$ cat src/rtl/rv_pkg.sv
// Shared RV32I control definitions: opcodes, instruction formats, controller state and
// encodings for the trap cause and PC source select.
package rv_pkg;

  localparam logic [6:0] OPC_LOAD   = 7'b0000011;
  localparam logic [6:0] OPC_STORE  = 7'b0100011;
  localparam logic [6:0] OPC_OP     = 7'b0110011;
  localparam logic [6:0] OPC_OP_IMM = 7'b0010011;
  localparam logic [6:0] OPC_LUI    = 7'b0110111;
  localparam logic [6:0] OPC_AUIPC  = 7'b0010111;
  localparam logic [6:0] OPC_JAL    = 7'b1101111;
  localparam logic [6:0] OPC_JALR   = 7'b1100111;
  localparam logic [6:0] OPC_BRANCH = 7'b1100011;
  localparam logic [6:0] OPC_FENCE  = 7'b0001111;
  localparam logic [6:0] OPC_SYSTEM = 7'b1110011;

  typedef enum logic [2:0] {ITYPE_I, ITYPE_S, ITYPE_B, ITYPE_U, ITYPE_J} instr_type_t;

  typedef enum logic [2:0] {FETCH, DECODE, EXEC, MEM, WB, TRAP} ctrl_state_t;

  typedef enum logic [1:0] {
    CAUSE_NONE, CAUSE_ILLEGAL, CAUSE_SYSTEM, CAUSE_TIMEOUT
  } trap_cause_t;

  typedef enum logic [1:0] {PC_PLUS4, PC_IMM, PC_REG} pc_sel_t;

  // How the next PC is chosen; branches resolve to PC_IMM or PC_PLUS4 in EXEC.
  typedef enum logic [1:0] {KIND_SEQ, KIND_JAL, KIND_JALR, KIND_BRANCH} pc_kind_t;

endpackage

$ cat src/rtl/core_ctrl_fsm_if.sv
// Handshake and control bundle between the sequencer and memories / datapath.
interface core_ctrl_fsm_if;
  logic        imem_req;
  logic        imem_ack;
  logic        decode_en;
  logic [6:0]  opcode;
  logic [4:0]  rd;
  logic        branch_taken;
  logic        dmem_req;
  logic        dmem_we;
  logic        dmem_ack;
  logic        rf_we;
  logic        pc_en;
  logic [1:0]  pc_sel;
  logic        trap;
  logic [1:0]  trap_cause;
  logic [31:0] instret;

  modport master (
    output imem_req, decode_en, dmem_req, dmem_we, rf_we, pc_en, pc_sel, trap, trap_cause,
           instret,
    input  imem_ack, opcode, rd, branch_taken, dmem_ack
  );

  modport slave (
    input  imem_req, decode_en, dmem_req, dmem_we, rf_we, pc_en, pc_sel, trap, trap_cause,
           instret,
    output imem_ack, opcode, rd, branch_taken, dmem_ack
  );
endinterface

$ cat src/rtl/core_ctrl_fsm_opcode_class.sv
// Combinational opcode classifier, reusable by the multicycle and future pipelined control.
module opcode_class
  import rv_pkg::*;
(
  input  logic [6:0] opcode,
  output logic       is_mem,
  output logic       is_store,
  output logic       writes_rd,
  output pc_kind_t   pc_sel_kind,
  output logic       illegal,
  output logic       is_system
);

  always_comb begin
    is_mem      = 1'b0;
    is_store    = 1'b0;
    writes_rd   = 1'b0;
    pc_sel_kind = KIND_SEQ;
    illegal     = 1'b0;
    is_system   = 1'b0;
    case (opcode)
      OPC_LOAD: begin
        is_mem    = 1'b1;
        writes_rd = 1'b1;
      end
      OPC_STORE: begin
        is_mem   = 1'b1;
        is_store = 1'b1;
      end
      OPC_OP, OPC_OP_IMM, OPC_LUI, OPC_AUIPC: writes_rd = 1'b1;
      OPC_JAL: begin
        writes_rd   = 1'b1;
        pc_sel_kind = KIND_JAL;
      end
      OPC_JALR: begin
        writes_rd   = 1'b1;
        pc_sel_kind = KIND_JALR;
      end
      OPC_BRANCH: pc_sel_kind = KIND_BRANCH;
      OPC_FENCE:  ;
      OPC_SYSTEM: is_system = 1'b1;
      default:    illegal = 1'b1;
    endcase
  end

endmodule

$ cat src/rtl/core_ctrl_fsm.sv
// Multicycle RV32I sequencer: FETCH -> DECODE -> EXEC -> (MEM) -> WB, with sticky traps on
// illegal/system opcodes and memory handshake timeouts.
module core_ctrl_fsm
  import rv_pkg::*;
#(
  parameter int unsigned TIMEOUT = 255,
  parameter int unsigned TO_W    = 8
) (
  input  logic             clk,
  input  logic             rst,
  core_ctrl_fsm_if.master  bus
);

  ctrl_state_t state_q, state_d;
  logic [TO_W-1:0] to_cnt_q, to_cnt_d;
  logic [31:0] instret_q, instret_d;
  trap_cause_t cause_q, cause_d;
  pc_sel_t pc_sel_q, pc_sel_d;
  logic rf_we_q, rf_we_d;
  logic store_q, store_d;

  logic     is_mem, is_store, writes_rd, illegal, is_system;
  pc_kind_t pc_sel_kind;

  opcode_class u_opcode_class (
    .opcode      (bus.opcode),
    .is_mem      (is_mem),
    .is_store    (is_store),
    .writes_rd   (writes_rd),
    .pc_sel_kind (pc_sel_kind),
    .illegal     (illegal),
    .is_system   (is_system)
  );

  logic expired;
  assign expired = (to_cnt_q == TO_W'(TIMEOUT));

  always_ff @(posedge clk) begin
    if (rst) begin
      state_q   <= FETCH;
      to_cnt_q  <= '0;
      instret_q <= '0;
      cause_q   <= CAUSE_NONE;
      pc_sel_q  <= PC_PLUS4;
      rf_we_q   <= 1'b0;
      store_q   <= 1'b0;
    end else begin
      state_q   <= state_d;
      to_cnt_q  <= to_cnt_d;
      instret_q <= instret_d;
      cause_q   <= cause_d;
      pc_sel_q  <= pc_sel_d;
      rf_we_q   <= rf_we_d;
      store_q   <= store_d;
    end
  end

  always_comb begin
    state_d   = state_q;
    to_cnt_d  = to_cnt_q;
    instret_d = instret_q;
    cause_d   = cause_q;
    pc_sel_d  = pc_sel_q;
    rf_we_d   = rf_we_q;
    store_d   = store_q;
    unique case (state_q)
      FETCH: begin
        // An ack arriving in the expiry cycle still wins over the timeout.
        if (bus.imem_ack) begin
          state_d = DECODE;
        end else if (expired) begin
          state_d = TRAP;
          cause_d = CAUSE_TIMEOUT;
        end else begin
          to_cnt_d = to_cnt_q + TO_W'(1);
        end
      end
      DECODE: state_d = EXEC;
      EXEC: begin
        if (illegal) begin
          state_d = TRAP;
          cause_d = CAUSE_ILLEGAL;
        end else if (is_system) begin
          state_d = TRAP;
          cause_d = CAUSE_SYSTEM;
        end else begin
          case (pc_sel_kind)
            KIND_JAL:    pc_sel_d = PC_IMM;
            KIND_JALR:   pc_sel_d = PC_REG;
            KIND_BRANCH: pc_sel_d = bus.branch_taken ? PC_IMM : PC_PLUS4;
            default:     pc_sel_d = PC_PLUS4;
          endcase
          rf_we_d = writes_rd && (bus.rd != 5'd0);
          store_d = is_store;
          if (is_mem) begin
            state_d  = MEM;
            to_cnt_d = '0;
          end else begin
            state_d = WB;
          end
        end
      end
      MEM: begin
        if (bus.dmem_ack) begin
          state_d = WB;
        end else if (expired) begin
          state_d = TRAP;
          cause_d = CAUSE_TIMEOUT;
        end else begin
          to_cnt_d = to_cnt_q + TO_W'(1);
        end
      end
      WB: begin
        instret_d = instret_q + 32'd1;
        state_d   = FETCH;
        to_cnt_d  = '0;
      end
      TRAP: state_d = TRAP;
      default: state_d = TRAP;
    endcase
  end

  // Strobes are masked while rst is high so nothing fires during reset.
  always_comb begin
    bus.imem_req   = !rst && (state_q == FETCH);
    bus.decode_en  = !rst && (state_q == DECODE);
    bus.dmem_req   = !rst && (state_q == MEM);
    bus.dmem_we    = !rst && (state_q == MEM) && store_q;
    bus.rf_we      = !rst && (state_q == WB) && rf_we_q;
    bus.pc_en      = !rst && (state_q == WB);
    bus.pc_sel     = pc_sel_q;
    bus.trap       = !rst && (state_q == TRAP);
    bus.trap_cause = rst ? 2'b00 : cause_q;
    bus.instret    = instret_q;
  end

endmodule
$ cat src/flat_wrapper.sv
// flat-port wrapper written by rule: the top's interface ports become plain ports
module core_ctrl_fsm_flat import rv_pkg::*;
#(
  parameter int unsigned TIMEOUT = 255,
  parameter int unsigned TO_W    = 8
)
  (clk, rst, bus_imem_req, bus_decode_en, bus_dmem_req, bus_dmem_we, bus_rf_we, bus_pc_en, bus_pc_sel, bus_trap, bus_trap_cause, bus_instret, bus_imem_ack, bus_opcode, bus_rd, bus_branch_taken, bus_dmem_ack);
  core_ctrl_fsm_if bus_i ();
  input  logic clk;
  input  logic rst;
  output wire logic [$bits(bus_i.imem_req)-1:0] bus_imem_req;
  output wire logic [$bits(bus_i.decode_en)-1:0] bus_decode_en;
  output wire logic [$bits(bus_i.dmem_req)-1:0] bus_dmem_req;
  output wire logic [$bits(bus_i.dmem_we)-1:0] bus_dmem_we;
  output wire logic [$bits(bus_i.rf_we)-1:0] bus_rf_we;
  output wire logic [$bits(bus_i.pc_en)-1:0] bus_pc_en;
  output wire logic [$bits(bus_i.pc_sel)-1:0] bus_pc_sel;
  output wire logic [$bits(bus_i.trap)-1:0] bus_trap;
  output wire logic [$bits(bus_i.trap_cause)-1:0] bus_trap_cause;
  output wire logic [$bits(bus_i.instret)-1:0] bus_instret;
  input wire logic [$bits(bus_i.imem_ack)-1:0] bus_imem_ack;
  input wire logic [$bits(bus_i.opcode)-1:0] bus_opcode;
  input wire logic [$bits(bus_i.rd)-1:0] bus_rd;
  input wire logic [$bits(bus_i.branch_taken)-1:0] bus_branch_taken;
  input wire logic [$bits(bus_i.dmem_ack)-1:0] bus_dmem_ack;
  assign bus_imem_req = bus_i.imem_req;
  assign bus_decode_en = bus_i.decode_en;
  assign bus_dmem_req = bus_i.dmem_req;
  assign bus_dmem_we = bus_i.dmem_we;
  assign bus_rf_we = bus_i.rf_we;
  assign bus_pc_en = bus_i.pc_en;
  assign bus_pc_sel = bus_i.pc_sel;
  assign bus_trap = bus_i.trap;
  assign bus_trap_cause = bus_i.trap_cause;
  assign bus_instret = bus_i.instret;
  assign bus_i.imem_ack = bus_imem_ack;
  assign bus_i.opcode = bus_opcode;
  assign bus_i.rd = bus_rd;
  assign bus_i.branch_taken = bus_branch_taken;
  assign bus_i.dmem_ack = bus_dmem_ack;
  core_ctrl_fsm #(.TIMEOUT(TIMEOUT), .TO_W(TO_W)) u_core (.clk(clk), .rst(rst), .bus(bus_i));
endmodule
$ cat config.mk
export PLATFORM = sky130hd
export DESIGN_NAME = core_ctrl_fsm_flat
export DESIGN_NICKNAME = d
export VERILOG_FILES = /design/src/rtl/rv_pkg.sv /design/src/rtl/core_ctrl_fsm_if.sv /design/src/rtl/core_ctrl_fsm_opcode_class.sv /design/src/rtl/core_ctrl_fsm.sv /design/src/flat_wrapper.sv
export SDC_FILE = /design/constraint.sdc
export NUM_CORES = 1
export LEC_CHECK = 0
export ABC_AREA = 1
export BUFFER_PORTS_ARGS = -buffer_cell sky130_fd_sc_hd__buf_2
export CORE_MARGIN = 2
export CORE_UTILIZATION = 56
export CTS_CLUSTER_SIZE = 30
export DETAILED_ROUTE_END_ITERATION = 16
export PLACE_DENSITY_LB_ADDON = 0.05
export SLEW_MARGIN = 0
export SYNTH_ARGS = -nofsm -noshare
export SYNTH_HDL_FRONTEND = slang
export SYNTH_SLANG_ARGS = --single-unit
$ cat constraint.sdc
create_clock -name clk -period 1.6 [get_ports clk]
set_input_delay 0.08 -clock clk [delete_from_list [all_inputs] [get_ports clk]]
set_output_delay 0.08 -clock clk [all_outputs]
set_load 0.005 [all_outputs]
==> results.txt, run 1 <==
The vertical die dimension came out at 78.12 um. The final count of pins violating max slew is 0. Once detailed placement completed, the half-perimeter wirelength came to 5.652 mm. The clock skew is 0.007410 ns. Setup repair after global routing could not meet its margin everywhere. The synthesized netlist occupies a cell area of 3077 um^2. After synthesis, the most frequently instantiated cells are 148 x sky130_fd_sc_hd__nand2_1, 89 x sky130_fd_sc_hd__nor2_1, 64 x sky130_fd_sc_hd__inv_1. The layout filler cell count is 502. The via count normalized by instance count came out at 5.265. The multi-input combinational cells in the finished layout cover a total of 1861 um^2. The number of nets handed over by synthesis was 525. The global placement routability congestion is 0.8627. The worst setup path is captured at a flop. The area share of the leading cell type in the synthesized netlist is 31.88%. The number of maximum-capacitance constraint violations is 0. The CTS sink count is 49. The cell count after synthesis came out at 506.

From synthesis to final layout, the design area changed by 20.54%. The measured slew at the worst slew-check pin is 0.7807 ns. The number of global-route vias before repair is 3205.

The leakage power of the design came out at 1.701 nW. For this design the ratio of total power to cell area is 776.4 nW/um^2. The insertion delay to the later sink of the worst-skew pair came out at 0.30 ns. The count of non-filler cells in the finished layout is 650. The tightest min-delay check is of the input pin to flop type.

The number of synthesis warnings came out at 0. The instance count after placement with tap cells included came out at 639. The critical path in this run is classified as flop to flop. TritonCTS built the clock tree.

The starting utilization of the core area is 59.11%. A synthesized cell averages 6.080 um^2. The number of routed nets with antenna violations came out at 0.

The slowest stage of the critical path is the sky130_fd_sc_hd__dfxtp_1 cell. The largest fanout of any net on the critical path came out at 4. The core region is 5205 um^2. The final core area utilization is 71.25%. The detailed router's first-iteration violation count came out at 140. Walking the worst path, the cells encountered are ha_2 > nand3_1 > nor2_2 > nand2_1 > nor2_2 > nand2_1 > a21oi_1 > o21a_1.

In this run the tightest slew margin relative to its limit is 47.90%. Clock tree synthesis selected as its root buffer the cell sky130_fd_sc_hd__clkbuf_8. The largest area contributor in the netlist is sky130_fd_sc_hd__dfxtp_1.

The number of antenna violations at the first check in global routing came to 0. The run finished with clean final reports. The critical path data required time is 1.84 ns. 0 antenna diodes ended up in the layout. The share of synthesized registers carrying an async set or reset came out at 0%.

Registers take 989.7 um^2. After clock tree synthesis, the clock-pin slew on the worst setup and hold paths is 0.09 ns. Yosys instantiated no cell more often than sky130_fd_sc_hd__nand2_1.

Of the synthesized area, sequential elements account for 31.88%. The number of buffers created by CTS is 5. The maximum clock rate is 0.6534 GHz.

The synthesized design contains 49 register bits. The number of distinct library cells after synthesis came out at 36. Sorting the synthesized cells by area gives the leading types as sky130_fd_sc_hd__dfxtp_1 32%, sky130_fd_sc_hd__nand2_1 18%, sky130_fd_sc_hd__nor2_1 11%. The final-stage net count came out at 598.

Measured along the x axis, the die boundary spans 78.12 um. The quantity of I/O buffers inserted on ports came out at 59. No sink is reached through more buffers than the 2 on the longest clock path. The wire length of the first global-routing pass is 12.94 mm. The number of endpoints failing setup at the final stage came out at 0. The period utilization is 95.65%. Global routing consumed, over all layers together, 25.46% of the routing resources. The maximum VDD drop is 573.2 uV. The number of primary I/O pins is 60. The total number of vias is 3422. The worst endpoint data arrival time is 1.77 ns. The final hold violation count came out at 0.

For this run, design rule violations remaining after detail routing come to 0. The biggest cell delay along the critical path came out at 0.34 ns. The count of flip-flops with a built-in enable after synthesis is 0. The H-tree generated during clock tree synthesis spans 2 levels. The maximum number of pins on one net before global-route repair is 35.

The site row count came out at 26. After detailed routing, the average wire length per cell comes to 11.78 um. Counting I/O delays and the setup requirement, the final critical path takes 1.530 ns. The number of detailed-routing iterations run before antenna repair came out at 4. In the synthesized netlist the dominant register cell turns out to be sky130_fd_sc_hd__dfxtp_1.

The critical path startpoint category is a flop. The floorplan step defined a die boundary enclosing 6103 um^2. Wires add up to 7.656 mm. Of the cells placed in the final design, the portion with a size suffix greater than 1 is 22.07%.

After global routing the overflow that remains totals 0.
==> final timing paths <==
path	slack, ns	endpoint	cells after the start	start
max	0.07	u_core.bus.instret[14]	8	u_core.bus.instret[0]
min	0.14	u_core.bus.pc_sel[0]	4	bus_branch_taken
max reg2reg	0.07	u_core.bus.instret[14]	8	u_core.bus.instret[0]
min reg2reg	0.46	u_core.cause_q[1]	2	u_core.cause_q[1]
==> stage by stage <==
stage	setup TNS, ns	setup WS [ns]	hold slack [ns]	total power, mW	cell area (um^2)
2_1_floorplan	0	0.1538	0.2843	1.853	3077
3_3_place_gp	0	0.09647	0.4288	2.022	3508
3_5_place_dp	-0.01731	-0.01731	0.4460	2.040	3508
4_1_cts	0	0.02004	0.1391	2.836	3615
5_1_grt	-0.1183	-0.05144	0.1796	3.038	3709
6_report	0	0.06953	0.1406	2.879	3709
==> layout make-up <==
cell class / count / area share, %
Multi-Input combinational cell: 381 / 50.17
Sequential cell: 49 / 26.69
Timing Repair Buffer: 74 / 11.10
Inverter: 68 / 6.950
Clock buffer: 7 / 2.598
Tap cell: 70 / 2.362
Clock inverter: 1 / 0.1350
==> power breakdown <==
| group | switching (mW) | total (mW) | internal (mW) |
|---|---|---|---|
| clock network | 0.406 | 0.798 | 0.391 |
| logic | 0.466 | 0.742 | 0.277 |
| registers | 0.0547 | 1.34 | 1.28 |
==> timing repair <==
action                                  in CTS  in global routing
gates cloned                                 0                  1
hold endpoints to repair                     0                  0
buffers inserted                             0                  2
endpoints found under the setup margin       2                 29
hold buffers                                 0                  0
resized for setup                            1                 26
pin swaps                                    0                  5
==> state kept, by name, indices dropped and copies added, names as in the netlist <==
signal	count
u_core.store_q	1
u_core.state_q	3
u_core.bus.instret	32
u_core.cause_q	2
u_core.rf_we_q	1
u_core.bus.pc_sel	2
u_core.to_cnt_q	8
==> per-layer routing <==
| metal | track usage (%) | up-vias | share of wire, % |
|---|---|---|---|
| li1 | - | 1755 | - |
| met4 | 7.895 | 0 | 1.4 |
| met5 | 0 | - | 0 |
| met1 | 29.29 | 1561 | 44 |
| met2 | 47.84 | 93 | 51 |
| met3 | 4.253 | 13 | 4.3 |
==> kinds of logic after synthesis <==
logic type      Yosys count  synth area share, %
compound gates           54                9.923
xor+xnor                  4                1.139
fa+ha+maj                 2               0.8132
buf+inv                  77                9.882
flops                    49                31.88
simple gates            320                46.36
==> worst max-delay path, delay by kind of cell, from the launching register on <==
kind / cells / cell delay (ns)
fa+ha+maj: 1 / 0.20
flops: 1 / 0.34
simple gates: 5 / 0.65
compound gates: 2 / 0.30
==> cell usage in the layout, fill, tap and decap left out, drive strengths merged <==
cell	instances
a21oi	27
a221oi	1
a22o	1
a31oi	2
and3	1
buf	74
clkbuf	7
clkinv	1
dfxtp	49
ha	2
inv	68
nand2	153
nand3	36
nand3b	6
nand4	11
nor2	99
nor3	12
nor3b	1
nor4	1
o211ai	1
o21a	3
o21ai	14
o21bai	4
o22ai	1
or2	1
xnor2	1
xor2	3
Note: power is estimated with default switching activity, not from simulation.
==> inputs of run 2 (changes only) <==
--- a/config.mk
+++ b/config.mk
@@ -7,8 +7,9 @@
 export LEC_CHECK = 0
 export ABC_AREA = 1
 export BUFFER_PORTS_ARGS = -buffer_cell sky130_fd_sc_hd__buf_2
+export CAP_MARGIN = 20
 export CORE_MARGIN = 2
-export CORE_UTILIZATION = 56
+export CORE_UTILIZATION = 60
 export CTS_CLUSTER_SIZE = 30
 export DETAILED_ROUTE_END_ITERATION = 16
 export PLACE_DENSITY_LB_ADDON = 0.05
==> constraint.sdc (replaced) <==
create_clock -name clk -period 1.9 [get_ports clk]
set_input_delay 0.095 -clock clk [delete_from_list [all_inputs] [get_ports clk]]
set_output_delay 0.095 -clock clk [all_outputs]
set_load 0.005 [all_outputs]
==> run 2 against run 1 <==
Against the previous run:
- critical path type unchanged
- die area decreased by 6.3%
- clock skew decreased by 0.0023 ns
- largest power group unchanged
- global-route usage increased by 0.92 points
- routed wire length decreased by 4.4%
- fmax decreased by 11%
- first-iteration DRC count increased by 44%
- clock power decreased by 24%
- final area decreased by 4.5%
- largest cell class unchanged
==> results.txt, run 2 (same netlist as run 1, synthesis figures left out) <==
The final-stage net count came out at 588 (was 598). The die outline width is 75.61 um (was 78.12 um). The share of total power consumed by net switching came out at 33.05% (was 32.18%). The switching power total is 0.7545 mW (was 0.9267 mW). The final-layout setup total negative slack is 0 ns (unchanged). The leakage power of the design came to 1.614 nW (was 1.701 nW).

The post-layout total power came out at 2.283 mW (was 2.879 mW). The CTS tree is done (unchanged). The root buffer cell is sky130_fd_sc_hd__clkbuf_8 (unchanged). The total routing resource utilization after global routing is 26.38% (was 25.46%). The type of the worst min-delay path is input pin to flop (unchanged).

The number of endpoints failing setup at the final stage was 0 (unchanged). The post-CTS clock slew at the launch and capture registers of the worst setup and hold paths is 0.09 ns (about the same). The number of primary I/O pins came out at 60 (unchanged).

The global placement routability congestion is 0.9187 (was 0.8627). The clock network fraction of total power is 26.5% (was 27.7%). The measured slew at the worst slew-check pin came out at 0.6622 ns (was 0.7807 ns). The maximum clock rate came out at 0.5842 GHz (was 0.6534 GHz). The routed length per instance came out at 11.43 um (was 11.78 um).

The estimated wirelength of the detail-placed design is 5.569 mm (was 5.652 mm). The number of buffers between clock root and the deepest sink was 2 (unchanged). Outcome: finished clean (unchanged). The combinational group share of total power is 24.0% (was 25.8%). The synthesis-to-layout area growth came to 15.09% (was 20.54%). Commonest cells after routing, fill and taps aside: 148 x sky130_fd_sc_hd__nand2_1, 88 x sky130_fd_sc_hd__nor2_1, 64 x sky130_fd_sc_hd__inv_1 (was 147 x sky130_fd_sc_hd__nand2_1, 82 x sky130_fd_sc_hd__nor2_1, 64 x sky130_fd_sc_hd__inv_1). The number of buffers inserted by hold repair at cts is 0 (unchanged). The vertical die dimension came to 75.61 um (was 78.12 um). The final count of pins violating max slew is 0 (unchanged).

The starting utilization of the core area is 61.02% (was 59.11%). The worst endpoint data arrival time is 1.91 ns (was 1.77 ns). The category of the critical setup timing path was flop to flop (unchanged).

The number of global-route vias before repair is 2779 (was 3205). The final hold violation count is 0 (unchanged). The via count normalized by instance count is 5.172 (was 5.265). The CTS sink count came out at 49 (unchanged). The power per cell area was 644.7 nW/um^2 (was 776.4 nW/um^2). The insertion delay to the later sink of the worst-skew pair came out at 0.30 ns (about the same). The overall die area is 5717 um^2 (was 6103 um^2). The critical path data required time is 2.10 ns (was 1.84 ns). The largest fanout of any net on the critical path came out at 5 (was 4). The proportion of layout cells with a drive suffix above 1 was 17.54% (was 22.07%). Cell chain of the critical path: ha_1 > nand3_1 > nor2_1 > inv_1 > nor2_1 > nand2_1 > o21ai_0 > a21oi_1 (was ha_2 > nand3_1 > nor2_2 > nand2_1 > nor2_2 > nand2_1 > a21oi_1 > o21a_1). The power share of the sequential group is 49.5% (was 46.5%). The final hold slack came out at 0.1520 ns (was 0.1406 ns). The detailed router's first-iteration violation count was 201 (was 140). The sort of element at the end of the critical path is a flop (unchanged). The maximum number of pins on one net before global-route repair is 35 (unchanged). The leftover overflow at the end of global routing is 0 (unchanged).

The clock skew came out at 0.005137 ns (was 0.007410 ns). The number of buffers created by CTS came out at 5 (unchanged). RSZ-0062 raised after global routing: false (was true). The number of inserted diodes came out at 0 (unchanged). The critical path startpoint category is a flop (unchanged). The site row count came out at 26 (unchanged). The number of H-tree levels is 2 (unchanged). The wire length of the first global-routing pass is 11.88 mm (was 12.94 mm).

The DRC violation count after routing was 0 (unchanged). The biggest cell delay along the critical path came out at 0.42 ns (was 0.34 ns). The total number of vias is 3310 (was 3422).

The period utilization is 90.09% (was 95.65%). The buffer and inverter count on the worst path came out at 1 (was 0). The time the worst path needs with I/O delays and setup is 1.712 ns (was 1.530 ns). The most common library cell in the layout ignoring fill and taps is sky130_fd_sc_hd__nand2_1 (unchanged). The cell type of the slowest stage on the worst timing path is sky130_fd_sc_hd__dfxtp_1 (unchanged). The number of routed nets with antenna violations is 0 (unchanged). The standard cell core area came out at 5042 um^2 (was 5205 um^2). The number of maximum-capacitance constraint violations came out at 0 (unchanged). The tightest slew margin relative to the limit is 55.80% (was 47.90%).

The quantity of I/O buffers inserted on ports is 59 (unchanged). The number of detailed-routing iterations run before antenna repair is 5 (was 4). The number of flip-flops under the largest register name came out at 32 (unchanged).

The total length of routed wires is 7.317 mm (was 7.656 mm). The kind of cell adding the most delay to the critical path is simple AND/OR/NAND/NOR gates (unchanged). The final core area utilization was 70.22% (was 71.25%).

The cell that appears most often on the critical path is sky130_fd_sc_hd__nor2_1. The maximum VDD drop is 405.5 uV (was 573.2 uV). The internal power consumption is 1.528 mW (was 1.953 mW). The number of antenna violations at the first check in global routing was 0 (unchanged).
## run 2: cell types whose count changed in the layout (fill, tap and decap cells not counted), sizes merged
cell,delta
nand3,-1
clkbuf,-1
clkinv,+1
buf,-9
## run 2: power groups by stage
stage,clock [mW],sequential [mW],combinational (mW)
after floorplan,0,1.14,0.418
after global placement,0,1.15,0.535
after detailed placement,0,1.15,0.540
after CTS,0.625,1.13,0.543
after global routing,0.653,1.13,0.626
final,0.605,1.13,0.548
## run 2: layer usage
metal,part of all wire [%],up-vias,track usage [%],wire (um)
li1,-,1730,-,-
met1,45,1469,33.23,3301
met2,49,98,46.96,3550
met3,4.7,13,3.836,343
met4,1.7,0,7.212,121
met5,0,-,0,0
## run 2: what timing repair did
| action | in CTS | in global routing |
|---|---|---|
| buffers inserted | 0 | 0 |
| setup endpoints to repair | 0 | 1 |
| resized for setup | 0 | 1 |
## run 2: area by class of cell
class | count | area, um^2
well taps | 70 | 87.58
clock buffers | 6 | 72.57
clock inverters | 2 | 10.01
inverters | 68 | 255.2
flip-flops and latches | 49 | 980.9
multi-input cells | 380 | 1794
repair buffers | 65 | 340.3
fillers | 472 | 1501
## run 2: path summary, 6_finish.rpt
check                                      startpoint                      to  slack (ns)  depth (start not counted)
worst min register to register      u_core.cause_q[1]       u_core.cause_q[1]        0.48                          2
worst min-delay path                 bus_branch_taken    u_core.bus.pc_sel[0]        0.15                          4
worst max-delay path            u_core.bus.instret[1]  u_core.bus.instret[10]        0.19                          8
worst max register to register  u_core.bus.instret[1]  u_core.bus.instret[10]        0.19                          8
## run 2: worst register-to-register path: stages (launching register included)
cell                      delay (ns)
sky130_fd_sc_hd__dfxtp_1        0.42
sky130_fd_sc_hd__ha_1           0.24
sky130_fd_sc_hd__nand3_1        0.14
sky130_fd_sc_hd__nor2_1         0.22
sky130_fd_sc_hd__inv_1          0.09
sky130_fd_sc_hd__nor2_1         0.19
sky130_fd_sc_hd__nand2_1        0.11
sky130_fd_sc_hd__o21ai_0        0.16
sky130_fd_sc_hd__a21oi_1        0.05
## run 2: metrics by stage
stage | instance area (um^2) | worst slack, ns | cells
after CTS | 3538 | 0.1675 | 640
after global routing | 3541 | 0.03995 | 640
after floorplan | 3077 | 0.4538 | 506
after detailed placement | 3456 | 0.2109 | 632
final | 3541 | 0.1883 | 640
after global placement | 3456 | 0.2527 | 632
==> inputs of run 3 (changes only) <==
--- a/config.mk
+++ b/config.mk
@@ -12,7 +12,9 @@
 export CORE_UTILIZATION = 60
 export CTS_CLUSTER_SIZE = 30
 export DETAILED_ROUTE_END_ITERATION = 16
-export PLACE_DENSITY_LB_ADDON = 0.05
+export PLACE_DENSITY_LB_ADDON = 0.3
+export RECOVER_POWER = 25
+export REMOVE_ABC_BUFFERS = 1
 export SLEW_MARGIN = 0
 export SYNTH_ARGS = -nofsm -noshare
 export SYNTH_HDL_FRONTEND = slang
==> run 3 against run 2 <==
Against the previous run:
- worst setup slack improved by 0.012 ns
- combinational power about the same
- final cell count down 0.31%
- flip-flop and latch count stayed put
- register-to-register slack about the same
- critical endpoint is now u_core.cause_q[0]
- power rose by 8.0%
- global-route usage down 0.28 points
- critical path type unchanged
==> results.txt, run 3 (same netlist as run 1, synthesis figures left out) <==
The most numerous cell on the critical path is sky130_fd_sc_hd__nand2_1 (was sky130_fd_sc_hd__nor2_1). The kind of cell adding the most delay to the critical path is simple AND/OR/NAND/NOR gates (unchanged). RSZ-0062 raised after global routing: false (unchanged). The wire length of the first global-routing pass was 11.63 mm (was 11.88 mm).

The maximum VDD drop came to 507.8 uV (was 405.5 uV). The number of detailed-routing iterations run before antenna repair came to 4 (was 5). The number of maximum-capacitance constraint violations is 0 (unchanged). The starting utilization of the core area came to 61.02% (unchanged). The period utilization came to 89.44% (was 90.09%).

The worst endpoint data arrival time came out at 1.91 ns (about the same). The final-layout setup total negative slack is 0 ns (unchanged). The detailed router's first-iteration violation count is 201 (unchanged).

The final count of pins violating max slew is 0 (unchanged). The CTS sink count is 49 (unchanged). Outcome: finished clean (unchanged). The post-CTS clock slew at the launch and capture registers of the worst setup and hold paths is 0.09 ns (about the same). The clock skew came out at 0.009784 ns (was 0.005137 ns). The category of the critical setup timing path is flop to flop (unchanged).

The number of buffers created by CTS is 5 (unchanged). The critical path data required time came out at 2.11 ns (was 2.10 ns). The number of primary I/O pins is 60 (unchanged). The site row count is 26 (unchanged). The synthesis-to-layout area growth is 15.01% (was 15.09%).

The worst setup slack after placement came out at 0.2264 ns (was 0.2109 ns). The total number of vias was 3264 (was 3310). The number of inserted diodes is 0 (unchanged).

The count of non-filler cells in the finished layout came out at 638 (was 640). The critical path startpoint category is a flop (unchanged). The power per cell area is 696.5 nW/um^2 (was 644.7 nW/um^2). The measured slew at the worst slew-check pin came out at 0.3797 ns (was 0.6622 ns). The number of antenna violations at the first check in global routing is 0 (unchanged). The CTS tree was done (unchanged).

The count of buffers added by post-CTS timing repair for setup is 0 (unchanged). The number of routed nets with antenna violations came to 0 (unchanged). The total routing resource utilization after global routing came out at 26.10% (was 26.38%). The number of flip-flops under the largest register name is 32 (unchanged). Cell chain of the critical path: ha_1 > nand2_1 > inv_1 > nand2_1 > nor2_2 > nor2_1 > nor3_1 > nand2_1 > nand2_1 > nand2_1 (was ha_1 > nand3_1 > nor2_1 > inv_1 > nor2_1 > nand2_1 > o21ai_0 > a21oi_1). The number of buffers between clock root and the deepest sink is 2 (unchanged).

Commonest cells after routing, fill and taps aside: 148 x sky130_fd_sc_hd__nand2_1, 89 x sky130_fd_sc_hd__nor2_1, 64 x sky130_fd_sc_hd__inv_1 (was 148 x sky130_fd_sc_hd__nand2_1, 88 x sky130_fd_sc_hd__nor2_1, 64 x sky130_fd_sc_hd__inv_1). The worst-case setup margin in the final layout came to 0.2006 ns (was 0.1883 ns). The cell type of the slowest stage on the worst timing path is sky130_fd_sc_hd__dfxtp_1 (unchanged).

The standard cell core area is 5042 um^2 (unchanged). The biggest cell delay along the critical path came out at 0.40 ns (was 0.42 ns). The insertion delay to the later sink of the worst-skew pair was 0.31 ns (was 0.30 ns).

The largest fanout of any net on the critical path is 5 (unchanged). The total length of routed wires came to 7.316 mm (was 7.317 mm). The maximum clock rate is 0.5884 GHz (was 0.5842 GHz).

The DRC violation count after routing came out at 0 (unchanged). The type of the worst min-delay path is input pin to flop (unchanged). The routed length per instance came out at 11.47 um (was 11.43 um). The quantity of gates resized following cts came out at 0 (unchanged).

The tightest slew margin relative to the limit came out at 74.49% (was 55.80%). The number of H-tree levels is 2 (unchanged). The estimated wirelength of the detail-placed design came out at 5.554 mm (was 5.569 mm). The final core area utilization came out at 70.17% (was 70.22%). The via count normalized by instance count is 5.116 (was 5.172).

The proportion of layout cells with a drive suffix above 1 is 14.44% (was 17.54%). The leakage power of the design came out at 1.552 nW (was 1.614 nW). The final-stage net count is 586 (was 588). The layout filler cell count is 473 (was 472). The buffer and inverter count on the worst path came out at 1 (unchanged). The quantity of I/O buffers inserted on ports was 59 (unchanged).

The final hold slack came out at 0.1311 ns (was 0.1520 ns). The final hold violation count came to 0 (unchanged). The time the worst path needs with I/O delays and setup came out at 1.699 ns (was 1.712 ns). The root buffer cell is sky130_fd_sc_hd__clkbuf_8 (unchanged). The die outline width came out at 75.61 um (unchanged). The maximum number of pins on one net before global-route repair is 35 (unchanged).

The vertical die dimension came out at 75.61 um (unchanged). The number of endpoints failing setup at the final stage came out at 0 (unchanged). The sort of element at the end of the critical path is a flop (unchanged). The instance count after placement with tap cells included came out at 630 (was 632). The most common library cell in the layout ignoring fill and taps is sky130_fd_sc_hd__nand2_1 (unchanged).

The number of buffers inserted by hold repair at cts is 0 (unchanged). The leftover overflow at the end of global routing came out at 0 (unchanged). The number of global-route vias before repair came out at 2740 (was 2779).

The global placement routability congestion is 0.9532 (was 0.9187). The overall die area is 5717 um^2 (unchanged).
run 3: cell types whose count changed in the layout (fill, tap and decap cells not counted):
cell                        before  now
sky130_fd_sc_hd__nor2_2          8    7
sky130_fd_sc_hd__buf_2          59   44
sky130_fd_sc_hd__nor2_1         88   89
sky130_fd_sc_hd__buf_1           0    1
sky130_fd_sc_hd__clkbuf_8        5    6
sky130_fd_sc_hd__clkinv_2        2    0
sky130_fd_sc_hd__clkbuf_1        1   15
sky130_fd_sc_hd__bufinv_16       0    1
sky130_fd_sc_hd__buf_4           6    4
run 3: worst reg2reg max path: stages (launching register included):
cell and delay (ns):
sky130_fd_sc_hd__dfxtp_1 0.40, sky130_fd_sc_hd__ha_1 0.19, sky130_fd_sc_hd__nand2_1 0.08, sky130_fd_sc_hd__inv_1 0.08, sky130_fd_sc_hd__nand2_1 0.08, sky130_fd_sc_hd__nor2_2 0.22, sky130_fd_sc_hd__nor2_1 0.06, sky130_fd_sc_hd__nor3_1 0.26
sky130_fd_sc_hd__nand2_1 0.12, sky130_fd_sc_hd__nand2_1 0.07, sky130_fd_sc_hd__nand2_1 0.05
run 3: cell type report:
cell class | count | area (um^2) | share of cell area, %
multi-input combinational | 380 | 1792 | 50.64
sequential | 49 | 980.9 | 27.72
timing repair buffer | 63 | 306.5 | 8.663
inverter | 68 | 255.2 | 7.214
tap | 70 | 87.58 | 2.475
clock buffer | 7 | 86.33 | 2.440
clock inverter | 1 | 30.03 | 0.8487
run 3: metal layers:
metal | up-vias | track usage, % | share of wire (%) | routed length (um)
li1 | 1719 | - | - | -
met1 | 1454 | 33.85 | 45 | 3323
met2 | 79 | 44.15 | 48 | 3511
met3 | 12 | 4.101 | 4.7 | 343
met4 | 0 | 8.967 | 1.9 | 137
met5 | - | 0 | 0 | 0
run 3: path summary, 6_finish.rpt:
| kind | start | to | slack (ns) | cells past startpoint |
|---|---|---|---|---|
| setup reg to reg | u_core.to_cnt_q[0] | u_core.cause_q[0] | 0.20 | 10 |
| setup / recovery | u_core.to_cnt_q[0] | u_core.cause_q[0] | 0.20 | 10 |
| hold reg to reg | u_core.cause_q[1] | u_core.cause_q[1] | 0.48 | 2 |
| hold / removal | bus_branch_taken | u_core.bus.pc_sel[0] | 0.13 | 4 |
run 3: through the flow:
stage / area (um^2) / power (mW)
global placement: 3441 / 1.689
floorplan: 3028 / 1.534
CTS: 3557 / 2.475
global route: 3538 / 2.579
detailed placement: 3441 / 1.693
finish: 3538 / 2.465
run 3: power by group:
part | internal [mW] | switching (mW) | total (mW)
combinational | 0.190 | 0.355 | 0.546
clock | 0.430 | 0.362 | 0.791
sequential | 1.08 | 0.0493 | 1.13
total | 1.70 | 0.766 | 2.46
